[config.mk]
export PLATFORM = sky130hd
export DESIGN_NAME = dmem_access_m_flat
export DESIGN_NICKNAME = d
export VERILOG_FILES = /design/src/rtl/dmem_access_m_if.sv /design/src/rtl/dmem_access_m.sv /design/src/flat_wrapper.sv
export SDC_FILE = /design/constraint.sdc
export NUM_CORES = 1
export LEC_CHECK = 0
export ABC_AREA = 1
export CAP_MARGIN = 25
export CORE_MARGIN = 5
export CORE_UTILIZATION = 38
export DETAILED_ROUTE_END_ITERATION = 6
export PLACE_DENSITY = 0.82
export SKIP_CTS_REPAIR_TIMING = 1
export SLEW_MARGIN = 20
export SYNTH_ARGS = -nofsm -noshare
export SYNTH_HDL_FRONTEND = slang
export SYNTH_SLANG_ARGS = --single-unit
[constraint.sdc]
create_clock -name clk -period 1.49 [get_ports clk]
set_input_delay 0.149 -clock clk [delete_from_list [all_inputs] [get_ports clk]]
set_output_delay 0.149 -clock clk [all_outputs]
set_load 0.05 [all_outputs]
[src/rtl/dmem_access_m_if.sv]
// Data-memory bus between the Memory-stage access unit (master) and the data memory (slave).
// Handshake: the master raises mem_req with stable mem_we/mem_addr/mem_wdata and keeps them until the
// slave returns a single-cycle mem_ack; mem_rdata is meaningful only in the mem_ack cycle.
interface dmem_access_m_if;
    logic        mem_req;
    logic        mem_we;
    logic [31:0] mem_addr;
    logic [31:0] mem_wdata;
    logic [31:0] mem_rdata;
    logic        mem_ack;

    modport master (
        output mem_req, mem_we, mem_addr, mem_wdata,
        input  mem_rdata, mem_ack
    );

    modport slave (
        input  mem_req, mem_we, mem_addr, mem_wdata,
        output mem_rdata, mem_ack
    );
endinterface

[src/rtl/dmem_access_m.sv]
// Memory-stage data access unit: turns a load/store in M into one bus transaction and stalls the pipeline.
// Optional busy timeout with MemErr abort is enabled by defining DMEM_TIMEOUT_EN.
module dmem_access_m #(
    parameter int unsigned TIMEOUT_CYCLES = 16
) (
    input  logic                 clk,
    input  logic                 reset,
    input  logic                 MemWriteM,
    input  logic [1:0]           ResultSrcM,
    input  logic [31:0]          ALUResultM,
    input  logic [31:0]          WriteDataM,
    dmem_access_m_if.master      bus,
    output logic                 StallMem,
    output logic [31:0]          ReadDataM,
    output logic                 MemErr,
    output logic [1:0]           state_dbg
);

    typedef enum logic [1:0] {
        IDLE = 2'd0,
        BUSY = 2'd1,
        DONE = 2'd2
    } state_t;

    state_t      state_q, state_d;
    logic        req_q, req_d;
    logic        we_q, we_d;
    logic [31:0] addr_q, addr_d;
    logic [31:0] wdata_q, wdata_d;
    logic [31:0] rdata_q, rdata_d;
    logic        access;

    assign access = MemWriteM | (ResultSrcM == 2'b01);

`ifdef DMEM_TIMEOUT_EN
    localparam int CNT_W = $clog2(TIMEOUT_CYCLES + 1);
    logic [CNT_W-1:0] cnt_q, cnt_d;
    logic             err_q, err_d;
`endif

    always_comb begin
        state_d  = state_q;
        req_d    = req_q;
        we_d     = we_q;
        addr_d   = addr_q;
        wdata_d  = wdata_q;
        rdata_d  = rdata_q;
        StallMem = 1'b0;
`ifdef DMEM_TIMEOUT_EN
        cnt_d    = cnt_q;
        err_d    = 1'b0;
`endif
        case (state_q)
            IDLE: begin
                if (access) begin
                    StallMem = 1'b1;
                    state_d  = BUSY;
                    req_d    = 1'b1;
                    we_d     = MemWriteM;
                    addr_d   = ALUResultM;
                    wdata_d  = WriteDataM;
`ifdef DMEM_TIMEOUT_EN
                    cnt_d    = '0;
`endif
                end
            end
            BUSY: begin
                StallMem = 1'b1;
                if (bus.mem_ack) begin
                    state_d = DONE;
                    req_d   = 1'b0;
                    if (!we_q) rdata_d = bus.mem_rdata;
`ifdef DMEM_TIMEOUT_EN
                end else if (cnt_q == CNT_W'(TIMEOUT_CYCLES - 1)) begin
                    // Abort: the load returns zero and MemErr marks the DONE cycle.
                    state_d = DONE;
                    req_d   = 1'b0;
                    err_d   = 1'b1;
                    if (!we_q) rdata_d = '0;
                end else begin
                    cnt_d = cnt_q + CNT_W'(1);
`endif
                end
            end
            // DONE lets the held M instruction advance; never chain straight into a new access.
            DONE: state_d = IDLE;
            default: state_d = IDLE;
        endcase
        if (reset) StallMem = 1'b0;
    end

    always_ff @(posedge clk) begin
        if (reset) begin
            state_q <= IDLE;
            req_q   <= 1'b0;
            we_q    <= 1'b0;
            addr_q  <= '0;
            wdata_q <= '0;
            rdata_q <= '0;
`ifdef DMEM_TIMEOUT_EN
            cnt_q   <= '0;
            err_q   <= 1'b0;
`endif
        end else begin
            state_q <= state_d;
            req_q   <= req_d;
            we_q    <= we_d;
            addr_q  <= addr_d;
            wdata_q <= wdata_d;
            rdata_q <= rdata_d;
`ifdef DMEM_TIMEOUT_EN
            cnt_q   <= cnt_d;
            err_q   <= err_d;
`endif
        end
    end

`ifdef DMEM_TIMEOUT_EN
    assign MemErr = err_q;
`else
    logic unused_timeout;
    assign unused_timeout = (TIMEOUT_CYCLES == 0);
    assign MemErr = 1'b0;
`endif

    assign bus.mem_req   = req_q;
    assign bus.mem_we    = we_q;
    assign bus.mem_addr  = addr_q;
    assign bus.mem_wdata = wdata_q;
    assign ReadDataM     = rdata_q;
    assign state_dbg     = state_q;

endmodule

[src/flat_wrapper.sv]
// flat-port wrapper written by rule: the top's interface ports become plain ports
module dmem_access_m_flat 
#(
    parameter int unsigned TIMEOUT_CYCLES = 16
)
  (clk, reset, MemWriteM, ResultSrcM, ALUResultM, WriteDataM, StallMem, ReadDataM, MemErr, state_dbg, bus_mem_req, bus_mem_we, bus_mem_addr, bus_mem_wdata, bus_mem_rdata, bus_mem_ack);
  dmem_access_m_if bus_i ();
  input  logic clk;
  input  logic reset;
  input  logic MemWriteM;
  input  logic [1:0] ResultSrcM;
  input  logic [31:0] ALUResultM;
  input  logic [31:0] WriteDataM;
  output logic StallMem;
  output logic [31:0] ReadDataM;
  output logic MemErr;
  output logic [1:0] state_dbg;
  output wire logic [$bits(bus_i.mem_req)-1:0] bus_mem_req;
  output wire logic [$bits(bus_i.mem_we)-1:0] bus_mem_we;
  output wire logic [$bits(bus_i.mem_addr)-1:0] bus_mem_addr;
  output wire logic [$bits(bus_i.mem_wdata)-1:0] bus_mem_wdata;
  input wire logic [$bits(bus_i.mem_rdata)-1:0] bus_mem_rdata;
  input wire logic [$bits(bus_i.mem_ack)-1:0] bus_mem_ack;
  assign bus_mem_req = bus_i.mem_req;
  assign bus_mem_we = bus_i.mem_we;
  assign bus_mem_addr = bus_i.mem_addr;
  assign bus_mem_wdata = bus_i.mem_wdata;
  assign bus_i.mem_rdata = bus_mem_rdata;
  assign bus_i.mem_ack = bus_mem_ack;
  dmem_access_m #(.TIMEOUT_CYCLES(TIMEOUT_CYCLES)) u_core (.clk(clk), .reset(reset), .MemWriteM(MemWriteM), .ResultSrcM(ResultSrcM), .ALUResultM(ALUResultM), .WriteDataM(WriteDataM), .bus(bus_i), .StallMem(StallMem), .ReadDataM(ReadDataM), .MemErr(MemErr), .state_dbg(state_dbg));
endmodule
==> flow_summary.json, run 1 <==
{
  "status": "finished, final reports clean",
  "clk_path_buf_depth": 2,
  "die-area_um2": 11700,
  "die_y_um": 108,
  "cts-htree-levels": 3,
  "cts_tree": "done",
  "cts_root_buf": "clkbuf_8",
  "synth.avg_cell_area_um2": 8.08,
  "required_ns": 1.34,
  "port_buffers": 202,
  "detail-route-antenna-nets": 0,
  "drc": 0,
  "grt.total_usage": 0.186,
  "hold_viol": 0,
  "period_minus_slack_ns": 1.40,
  "dpl.hpwl_mm": 8.45,
  "min_period_over_period": 0.937,
  "final_area_um2": 5770,
  "fill_cells": 830,
  "placed_cells": 764,
  "drive_above_1_share": 0.224,
  "r2r_slack_ns": 0.20,
  "antenna_found_initial": 0,
  "clock_sinks": 100,
  "start_util": 0.392,
  "core_um2": 9330,
  "rsz0062_at_grt": "no",
  "startpoint": "u_core.state_dbg[0]$_SDFFE_PP0P_",
  "p_leak_nw": 2.43,
  "final_nets": 748,
  "yosys_most_used_dff": "dfxtp_1",
  "first_iter_violations": 156,
  "slew_violations": 0,
  "yosysSeqAreaShare": 0.547,
  "post-place-ws_ns": -0.130,
  "ys_warn_count": 0,
  "arrival_ns": 1.25,
  "place.gp.congestion": 0.810,
  "ir_drop_mv": 0.590,
  "area_growth_pct": 57.7,
  "hold_class": "in -> reg",
  "timing.critical_path.to": "StallMem",
  "yosys-top-cells-count": "dfxtp_1, nand2_1, a21oi_1, nor2_1, nand3_1",
  "io-pin-count": 204,
  "reg2reg_to": "u_core.ReadDataM[30]$_SDFFE_PP0P_",
  "die_width_um": 108,
  "rows": 35,
  "synth_top_area_share": 0.547,
  "power_density_nw_per_um2": 1150,
  "grt_max_degree": 45,
  "grt-ovfl-total": 0,
  "ys_ff_latch": 100,
  "fmax_mhz": 717,
  "yosysMostFrequentCell": "dfxtp_1",
  "crit_type": "reg -> out",
  "cp-end-kind": "output pin",
  "synth.area.top_cells": "dfxtp_1, a21oi_1, nand3_1",
  "p_total_mw": 6.62,
  "fin_cells": 780,
  "synth_area_um2": 3660,
  "hold_start": "reset",
  "reg2reg_from": "u_core.state_dbg[0]$_SDFFE_PP0P_",
  "cts.clk_slew.worst_paths_ns": 0.11,
  "fin_skew_ns": 0.0185,
  "cp-start-kind": "flop",
  "drv_cap": 0,
  "cts_inserted_buffers": 9,
  "clk_latency_ns": 0.36,
  "reg2regPathDepth": 6,
  "timing.hold.ws_ns": 0.293,
  "via_per_inst": 4.73,
  "synth-edff-count": 0,
  "place_area_um2": 5570,
  "synth.distinct_cells": 19,
  "yosysTopAreaCell": "dfxtp_1",
  "setup_violations": 0,
  "netlist_instances": 453,
  "drt_pre_antenna_iters": 7,
  "diodes": 0,
  "finalWorstSetupSlack_ns": 0.0944,
  "grt_pass1_vias": 3627,
  "drt_wl_total_mm": 11.4,
  "via_count": 3693,
  "crit_path_max_fanout": 3,
  "grt_first_pass_wirelength_mm": 17.6,
  "async_reset_ff_frac": 0,
  "wl_per_cell_um": 14.7,
  "synth.net_count": 555
}
## final cells by class
type / count / area, um^2 / area share
repair buffers: 221 / 2010 / 0.348
clock inverters: 7 / 71.3 / 0.0124
flip-flops and latches: 100 / 2000 / 0.347
well taps: 129 / 161 / 0.0280
inverters: 7 / 27.5 / 0.00477
multi-input cells: 307 / 1380 / 0.239
clock buffers: 9 / 124 / 0.0215
## worst min path at each step
stage	endpoint	slack [ns]	depth (start not counted)
6_report	u_core.bus.mem_addr[17]$_SDFFE_PP0P_	0.29	3
5_1_grt	u_core.bus.mem_addr[16]$_SDFFE_PP0P_	0.31	3
4_1_cts	u_core.bus.mem_addr[17]$_SDFFE_PP0P_	0.28	3
3_5_place_dp	u_core.bus.mem_wdata[2]$_SDFFE_PP0P_	0.45	2
3_3_place_gp	u_core.bus.mem_wdata[17]$_SDFFE_PP0P_	0.45	2
2_1_floorplan	u_core.state_dbg[1]$_SDFFE_PP0P_	0.29	2
## registers in the layout, indices dropped and copies added, names as in the netlist
signal,flops
u_core.bus.mem_addr,32
u_core.ReadDataM,32
u_core.bus.mem_wdata,32
u_core.state_dbg,2
u_core.bus.mem_req,1
u_core.bus.mem_we,1
## cell usage in the layout, fill, tap and decap left out, drive strengths merged
cell           count
o21ai             33
clkbuf             9
inv                9
a21oi             67
nand2             73
clkinv             3
clkinvlp           2
nor2              69
buf              121
nand3             64
conb               1
dfxtp            100
clkdlybuf4s50    100
## per-stage QoR
step	TNS, ns	util
6_report	0	0.619
3_3_place_gp	-0.956	0.597
3_5_place_dp	-2.43	0.597
4_1_cts	-0.0308	0.618
5_1_grt	0	0.619
2_1_floorplan	0	-
## metal layers
layer,up-vias,track usage,share of wire
met5,-,0,0
met4,0,0.0595,0.020
met3,17,0.0376,0.066
met2,121,0.338,0.51
met1,1679,0.219,0.40
li1,1876,-,-
## where the power goes
part / internal [mW] / switching (mW) / total (mW)
combinational: 0.734 / 1.24 / 1.97
clock: 0.654 / 1.02 / 1.67
sequential: 2.87 / 0.107 / 2.98
total: 4.26 / 2.36 / 6.62
## logic make-up (layout without fill, tap and decap cells)
| family | count (synthesis) | count (layout) | share of synthesized area |
|---|---|---|---|
| other | 1 | 1 | 0.00102 |
| AOI/OAI and AO/OA | 100 | 100 | 0.137 |
| and+or+nand+nor | 206 | 206 | 0.237 |
| buffers and inverters | 46 | 244 | 0.0779 |
| DFF | 100 | 100 | 0.547 |
## worst max-delay path, cell delays in order, from the launching register on
cell and delay, ns:
dfxtp_1 0.33, buf_4 0.15, o21ai_1 0.16, inv_1 0.10, buf_12 0.15
(Power assumes the default switching activity.)
==> run 2: changes to the inputs <==
--- a/config.mk
+++ b/config.mk
@@ -8,5 +8,5 @@
 export ABC_AREA = 1
 export CAP_MARGIN = 25
-export CORE_MARGIN = 5
+export CORE_MARGIN = 4
 export CORE_UTILIZATION = 38
 export DETAILED_ROUTE_END_ITERATION = 6
==> constraint.sdc (replaced) <==
create_clock -name clk -period 1.49 [get_ports clk]
set_input_delay 0.298 -clock clk [delete_from_list [all_inputs] [get_ports clk]]
set_output_delay 0.298 -clock clk [all_outputs]
set_load 0.05 [all_outputs]
==> run 2 against run 1 <==
Against the previous run: critical path depth is the same; routed wire length grew 12%; sequential share of layout area shrank 6.2 points; fmax shrank 4.9%.
==> flow_summary.json, run 2 (same netlist as run 1, synthesis figures left out) <==
{
  "cts_inserted_buffers": 9,
  "ir_drop_mv": 0.574,
  "fin_skew_ns": 0.0126,
  "place_area_um2": 6800,
  "dpl.hpwl_mm": 9.87,
  "arrival_ns": 1.17,
  "detail-route-antenna-nets": 0,
  "place.gp.congestion": 0.792,
  "finalWorstSetupSlack_ns": 0.0221,
  "fin_cells": 780,
  "internal_power_mw": 4.74,
  "grt_pass1_vias": 3886,
  "drc": 0,
  "grt-ovfl-total": 0,
  "power_density_nw_per_um2": 1020,
  "die-area_um2": 11300,
  "rsz0062_at_grt": "yes",
  "die_width_um": 106,
  "seqPwrFrac": 0.431,
  "drv_cap": 0,
  "drt_wl_total_mm": 12.8,
  "grt_max_degree": 42,
  "area_growth_pct": 92.2,
  "first_iter_violations": 145,
  "via_per_inst": 5.02,
  "crit_type": "reg -> out",
  "antenna_found_initial": 0,
  "drt_pre_antenna_iters": 6,
  "layout_common_cells": "buf_12, dfxtp_1, clkdlybuf4s50_1, nand2_1, a21oi_1",
  "hold_viol": 0,
  "period_minus_slack_ns": 1.47,
  "utilization": 0.754,
  "clk_path_buf_depth": 2,
  "fmax_mhz": 681,
  "worstMarginPinSlew_ns": 0.754,
  "min_period_over_period": 0.985,
  "start_util": 0.392,
  "clock_sinks": 100,
  "clk_latency_ns": 0.35,
  "required_ns": 1.19,
  "port_buffers": 202,
  "final_area_um2": 7030,
  "cts_root_buf": "clkbuf_8",
  "p_sw_frac": 0.338,
  "grt.total_usage": 0.218,
  "core_um2": 9330,
  "grt_first_pass_wirelength_mm": 19.9,
  "cp-start-kind": "flop",
  "slew_violations": 0,
  "rows": 35,
  "clkPwrFrac": 0.223,
  "p_leak_nw": 2.77,
  "drive_above_1_share": 0.230,
  "wl_per_cell_um": 16.4,
  "io-pin-count": 204,
  "status": "finished, final reports clean",
  "post-place-ws_ns": -0.300,
  "setup_violations": 0,
  "cp-end-kind": "output pin",
  "timing.hold.ws_ns": 0.420,
  "combinationalPowerShare": 0.346,
  "placed_cells": 762,
  "cts.clk_slew.worst_paths_ns": 0.09,
  "die_y_um": 106,
  "cts_tree": "done",
  "via_count": 3912,
  "cts-htree-levels": 3,
  "mostFrequentLayoutCell": "buf_12",
  "slew_headroom": 0.497,
  "hold_class": "in -> reg",
  "power_switching_mw": 2.42,
  "final_nets": 748,
  "diodes": 0,
  "crit_path_max_fanout": 3
}
run 2: cell types whose count changed in the layout (fill, tap and decap cells not counted), moves of 2 or more:
cell	change
nand2_4	+2
dlymetal6s2s_1	+3
buf_12	+99
buf_6	+2
clkdlybuf4s50_1	-3
inv_8	-2
buf_4	-101
run 2: path summary, 6_finish.rpt:
kind | from | slack, ns | to | depth (start not counted)
setup reg to reg | u_core.state_dbg[0]$_SDFFE_PP0P_ | 0.17 | u_core.bus.mem_addr[10]$_SDFFE_PP0P_ | 5
hold / removal | MemWriteM | 0.42 | u_core.bus.mem_we$_SDFFE_PP0P_ | 4
hold reg to reg | u_core.bus.mem_addr[18]$_SDFFE_PP0P_ | 0.50 | u_core.bus.mem_addr[18]$_SDFFE_PP0P_ | 2
setup / recovery | u_core.state_dbg[0]$_SDFFE_PP0P_ | 0.02 | StallMem | 4
run 2: through the flow:
step	TNS [ns]	power, mW
2_1_floorplan	0	4.27
3_3_place_gp	-9.32	5.55
3_5_place_dp	-15.06	5.62
4_1_cts	-0.181	7.21
5_1_grt	-0.0406	7.44
6_report	0	7.16
run 2: power by group through the flow:
stage | clock network [mW] | logic, mW | registers [mW]
floorplan | 0 | 0.543 | 3.72
global placement | 0 | 2.42 | 3.13
detailed placement | 0 | 2.47 | 3.15
CTS | 1.65 | 2.47 | 3.09
global route | 1.74 | 2.59 | 3.11
finish | 1.60 | 2.48 | 3.09
run 2: cell type report:
cell class,count,area (um^2)
Clock buffer,11,141
Clock inverter,5,37.5
Fill cell,626,2290
Inverter,7,27.5
Multi-Input combinational cell,307,1400
Sequential cell,100,2000
Tap cell,129,161
Timing Repair Buffer,221,3260
run 2: layer usage:
layer / vias to the layer above / track usage / wire, um
met5: - / 0 / 0
met4: 0 / 0.104 / 476
met3: 32 / 0.0510 / 862
met2: 169 / 0.390 / 6800
met1: 1835 / 0.243 / 4670
li1: 1876 / - / -
run 2: worst max-delay path, stage by stage, from the launching register on:
cell	delay, ns
dfxtp_2	0.33
buf_4	0.16
o21ai_2	0.13
inv_2	0.06
buf_12	0.14
